===== config.mk =====
export PLATFORM = sky130hd
export DESIGN_NAME = branch_predict_controller
export DESIGN_NICKNAME = d
export VERILOG_FILES = /design/src/rtl/branch_predict_controller_pkg.sv /design/src/rtl/branch_predict_controller_sat_counter2.sv /design/src/rtl/branch_predict_controller.sv
export SDC_FILE = /design/constraint.sdc
export NUM_CORES = 1
export LEC_CHECK = 0
export CORE_ASPECT_RATIO = 1.5
export CORE_MARGIN = 2
export CORE_UTILIZATION = 40
export CTS_CLUSTER_SIZE = 30
export DETAILED_ROUTE_END_ITERATION = 7
export PLACE_DENSITY = 0.77
export SLEW_MARGIN = 5
export SYNTH_ARGS = -nofsm -noshare
export SYNTH_HDL_FRONTEND = slang
export SYNTH_SLANG_ARGS = --single-unit
export TNS_END_PERCENT = 50

===== constraint.sdc =====
create_clock -name clk -period 2.9 [get_ports clk]
set_input_delay 0.58 -clock clk [delete_from_list [all_inputs] [get_ports clk]]
set_output_delay 0.58 -clock clk [all_outputs]
set_load 0.02 [all_outputs]

===== src/rtl/branch_predict_controller_pkg.sv =====
// Shared constants for the 2-bit branch predictor: counter encodings, FSM states, default sizing.
package branch_predict_controller_pkg;

    localparam int unsigned DEFAULT_IDX_W = 3;

    localparam logic [1:0] ST    = 2'b00;
    localparam logic [1:0] WT    = 2'b01;
    localparam logic [1:0] WNT   = 2'b10;
    localparam logic [1:0] ST_NT = 2'b11;

    localparam logic [0:0] NORMAL  = 1'b0;
    localparam logic [0:0] RECOVER = 1'b1;

endpackage


===== src/rtl/branch_predict_controller_sat_counter2.sv =====
// One 2-bit saturating predictor entry; taken steps toward ST, not-taken toward ST_NT.
module sat_counter2
    import branch_predict_controller_pkg::*;
(
    input  logic       clk,
    input  logic       reset,
    input  logic       en,
    input  logic       taken,
    output logic [1:0] state
);

    logic [1:0] state_q, state_d;

    always_comb begin
        state_d = state_q;
        if (en) begin
            if (taken) begin
                if (state_q != ST) state_d = state_q - 2'd1;
            end else begin
                if (state_q != ST_NT) state_d = state_q + 2'd1;
            end
        end
    end

    always_ff @(posedge clk or negedge reset) begin
        if (!reset) begin
            state_q <= ST;
        end else begin
            state_q <= state_d;
        end
    end

    assign state = state_q;

endmodule


===== src/rtl/branch_predict_controller.sv =====
// Branch predictor table plus misprediction recovery sequencer (redirect, flushes, miss counter).
module branch_predict_controller
    import branch_predict_controller_pkg::*;
#(
    parameter int unsigned IDX_W = DEFAULT_IDX_W,
    parameter int unsigned XLEN  = 32,
    parameter int unsigned CNT_W = 16
) (
    input  logic             clk,
    input  logic             reset,
    input  logic             stall,
    input  logic             id_branch,
    input  logic [XLEN-1:0]  id_pc,
    output logic             predict_taken,
    input  logic             ex_branch,
    input  logic [XLEN-1:0]  ex_pc,
    input  logic             ex_taken,
    input  logic [XLEN-1:0]  ex_target,
    input  logic             ex_pred_taken,
    output logic             redirect_valid,
    output logic [XLEN-1:0]  redirect_pc,
    output logic             flush_if_id,
    output logic             flush_id_ex,
    output logic [CNT_W-1:0] mispredict_count
);

    localparam int unsigned ENTRIES = 1 << IDX_W;

    logic [1:0]         ctr [ENTRIES];
    logic [ENTRIES-1:0] ctr_en;
    logic [IDX_W-1:0]   id_idx, ex_idx;
    logic               resolve, mispredict;

    logic [0:0]         state_q, state_d;
    logic               strobe_q, strobe_d;
    logic [XLEN-1:0]    redirect_pc_q, redirect_pc_d;
    logic [CNT_W-1:0]   count_q, count_d;

    // Only the word-index bits of id_pc select an entry.
    logic unused_id_pc;
    assign unused_id_pc = ^{id_pc[XLEN-1:IDX_W+2], id_pc[1:0]};

    assign id_idx = id_pc[IDX_W+1:2];
    assign ex_idx = ex_pc[IDX_W+1:2];

    assign resolve    = ex_branch && !stall && (state_q == NORMAL);
    assign mispredict = resolve && (ex_taken != ex_pred_taken);

    assign predict_taken = id_branch && (state_q == NORMAL) &&
                           ((ctr[id_idx] == ST) || (ctr[id_idx] == WT));

    always_comb begin
        ctr_en         = '0;
        ctr_en[ex_idx] = resolve;
    end

    for (genvar i = 0; i < ENTRIES; i++) begin : g_table
        sat_counter2 u_ctr (
            .clk   (clk),
            .reset (reset),
            .en    (ctr_en[i]),
            .taken (ex_taken),
            .state (ctr[i])
        );
    end

    always_comb begin
        state_d       = state_q;
        strobe_d      = strobe_q;
        redirect_pc_d = redirect_pc_q;
        count_d       = count_q;
        if (state_q == NORMAL) begin
            strobe_d = 1'b0;
            if (mispredict) begin
                state_d       = RECOVER;
                strobe_d      = 1'b1;
                redirect_pc_d = ex_taken ? ex_target : ex_pc + XLEN'(4);
                if (count_q != '1) count_d = count_q + CNT_W'(1);
            end
        end else if (!stall) begin
            // A stalled RECOVER holds the strobes so the pipeline sees them once it moves.
            state_d  = NORMAL;
            strobe_d = 1'b0;
        end
    end

    always_ff @(posedge clk or negedge reset) begin
        if (!reset) begin
            state_q       <= NORMAL;
            strobe_q      <= 1'b0;
            redirect_pc_q <= '0;
            count_q       <= '0;
        end else begin
            state_q       <= state_d;
            strobe_q      <= strobe_d;
            redirect_pc_q <= redirect_pc_d;
            count_q       <= count_d;
        end
    end

    assign redirect_valid   = strobe_q;
    assign flush_if_id      = strobe_q;
    assign flush_id_ex      = strobe_q;
    assign redirect_pc      = redirect_pc_q;
    assign mispredict_count = count_q;

endmodule


==> results.yml <==
placed_design:
  dp_cells: 687
  portBuffers: 125
  gp_congestion: 0.915
  dp_hpwl_um: 8960
cells_and_area:
  drive_gt1_share_pct: 9.35
  synthToLayoutAreaGrowth_pct: 44.2
  final_common_cell: "clkdlybuf4s50_1"
  final_nets: 688
  mostFrequentLayoutCells: "122 x clkdlybuf4s50_1, 66 x dfrtp_1, 56 x nand2_1"
  nFillCells: 870
  antenna_cells: 0
  final_cells: 703
clocking:
  htree_levels: 3
  clockBufferDepth: 2
  insertion_delay_ns: 0.33
  cts_root_buf: "clkbuf_16"
  cts_buffers: 9
  cts_num_sinks: 66
  clk_pin_slew_ns: 0.05
  cts_tree: "yes"
  ctsHoldBuffers: 0
sta:
  rsz0062_at_grt: "false"
  hold_viol: 0
  finalCritPeriodShare_pct: 95.7
  fin_skew_ns: 0.00755
  finalMaxSlewViolations: 0
  worstMarginPinSlew_ns: 0.685
  hold_ws_ns: 0.294
  fmax_mhz: 360
  setup_viol: 0
  finalCriticalPeriod_ns: 2.78
  relSlewSlack_pct: 54.3
power:
  max-vdd-ir-drop_v: 0.000381
  p_per_area_nw_per_um2: 589
  power_frac_comb_pct: 30.8
  internal-power_w: 0.00227
  power.share.clock_pct: 31.0
  swShare_pct: 31.7
  power_w: 0.00333
  power_switching_w: 0.00106
  p_leak_nw: 2.23
  p_seq_share_pct: 38.2
drt:
  wl_per_cell_um: 17.1
  antenna_left: 0
  drc_errors: 0
  dr.pass1.iters: 7
  drt_iter0_markers: 230
  via_count: 3978
  wl_um: 12000
  viasPerCell: 5.66
die:
  die-area_um2: 10600
  core.rowCount: 44
  num_io_pins: 155
  initial_core_util_pct: 40.9
  die_x_um: 84.8
  die_h_um: 125
  core_um2: 9580
setup_path:
  rrSetupSlack_ns: 0.73
  critPathMaxFanout: 2
  critPathTopFamily: "multiplexers"
  timing.rr.start: "mispredict_count[0]$_DFFE_PN0P_"
  critPathSlowestCell: "clkdlybuf4s50_1"
  required_ns: 2.32
  setup.worst_path.class: "input port to primary output"
  cp-end-kind: "primary output"
  crit_path_start: "id_pc[2]"
  start_kind: "input port"
  arrival_ns: 2.20
  cp_slowest_stage_delay_ns: 0.52
  crit_buf_inv: 2
  crit_chain: "clkdlybuf4s50_1 > mux4_2 > mux2_2 > nor3b_2 > buf_4"
synthesis:
  async_reset_ff_share_pct: 100
  synthCells: 452
  syn-cell-area_um2: 3920
  yosys.area_share.simple_pct: 25.4
  syn_avg_cell_area_um2: 8.66
  synth_warnings: 0
  synth_top_family_by_area: "simple AND/OR/NAND/NOR gates"
  synth_xor_area_share_pct: 6.26
  synth-compound-area-share_pct: 19.5
  synthAdderAreaFrac_pct: 0.639
  ys_seq_area_share_pct: 42.2
  syn_nets: 557
  synth_edf_count: 0
  synthMuxAreaShare_pct: 2.49
  dominantRegCellSynth: "dfrtp_1"
  ys_types: 55
  ys_ff_latch: 66
worst_hold_path:
  hold_path.class: "input port to asynchronous set/reset pin"
grt:
  grt_max_degree: 63
  grt_pass1_wl_um: 19300
  antenna_found_initial: 0
  grt_pass1_vias: 3920
  grt-ovfl-total: 0
  grt_util_all_layers_pct: 23.0
outcome:
  outcome: "complete, no violations"
job:
  cap_viol_max_count: 0
==> cell type report <==
class                   count  area, um^2  area share [%]
inverters                   9        33.8           0.598
well taps                 115         144            2.55
flip-flops and latches     66        1650            29.2
repair buffers            143        1400            24.8
clock inverters             2        10.0           0.177
clock buffers              14         274            4.85
multi-input cells         354        2130            37.8
==> worst register-to-register path, cell delays in order, from the launching register on <==
cell,delay [ns]
dfrtp_1,0.40
ha_1,0.19
nand3_1,0.18
or2_2,0.37
o31ai_2,0.52
mux2_2,0.40
==> registers in the layout, summed over array words and instances, names as in the netlist <==
signal,cells
g_table.u_ctr.state,16
redirect_pc,32
state_q,1
flush_id_ex,1
mispredict_count,16
==> layer usage <==
| metal | up-vias | wire [um] | track usage [%] |
|---|---|---|---|
| li1 | 1908 | - | - |
| met1 | 1903 | 4620 | 26.3 |
| met2 | 148 | 6350 | 41.0 |
| met3 | 19 | 766 | 5.68 |
| met4 | 0 | 265 | 8.40 |
| met5 | - | 0 | 0 |
==> stage by stage <==
| stage | setup TNS, ns | cell area [um^2] | util (%) | worst slack (ns) |
|---|---|---|---|---|
| 6_report | 0 | 5650 | 58.9 | 0.124 |
| 5_1_grt | 0 | 5650 | 58.9 | 0.00919 |
| 4_1_cts | 0 | 5640 | 58.9 | 0.0655 |
| 3_5_place_dp | -0.393 | 5360 | 56.0 | -0.393 |
| 3_3_place_gp | -0.354 | 5360 | 56.0 | -0.354 |
| 2_1_floorplan | 0 | 3920 | - | 0.489 |
==> repair_timing <==
item,CTS,global route
endpoints found under the setup margin,1,1
resized for setup,5,2
pin swaps,0,0
setup buffers,0,0
==> power groups by stage <==
stage               sequential [W]  clock [W]  combinational (W)
finish                     0.00127    0.00103            0.00103
global route               0.00130    0.00110            0.00110
CTS                        0.00127    0.00105            0.00104
detailed placement         0.00128          0            0.00103
global placement           0.00127          0            0.00101
floorplan                  0.00145          0           0.000295
==> cells in the mapped netlist, types with 10 or more instances <==
cell      count  area (um^2)
a21oi_1      25          125
and3_1       10         62.6
clkbuf_1     15         56.3
dfrtp_1      66         1650
nand2_1      56          210
nand3_1      30          150
nor2_1       31          116
nor4_1       10         62.6
o21ai_0      55          275
o31ai_1      13         97.6
xnor2_1      17          149
xor2_1       11         96.3
==> logic make-up after synthesis <==
family | Yosys count
simple gates | 189
buf+inv | 32
fa+ha+maj | 2
compound gates | 128
flops | 66
mux | 7
xor+xnor | 28
==> worst paths after layout <==
check / endpoint / cells after the start
setup / recovery: predict_taken / 5
hold / removal: redirect_pc[18]$_DFFE_PN0P_ / 1
setup reg to reg: mispredict_count[1]$_DFFE_PN0P_ / 5
hold reg to reg: redirect_pc[18]$_DFFE_PN0P_ / 2
max in group asynchronous: g_table[1].u_ctr.state[1]$_DFFE_PN0P_ / 2
min in group clk: redirect_pc[18]$_DFFE_PN0P_ / 2
No activity file was read; power rests on OpenSTA's default activity.
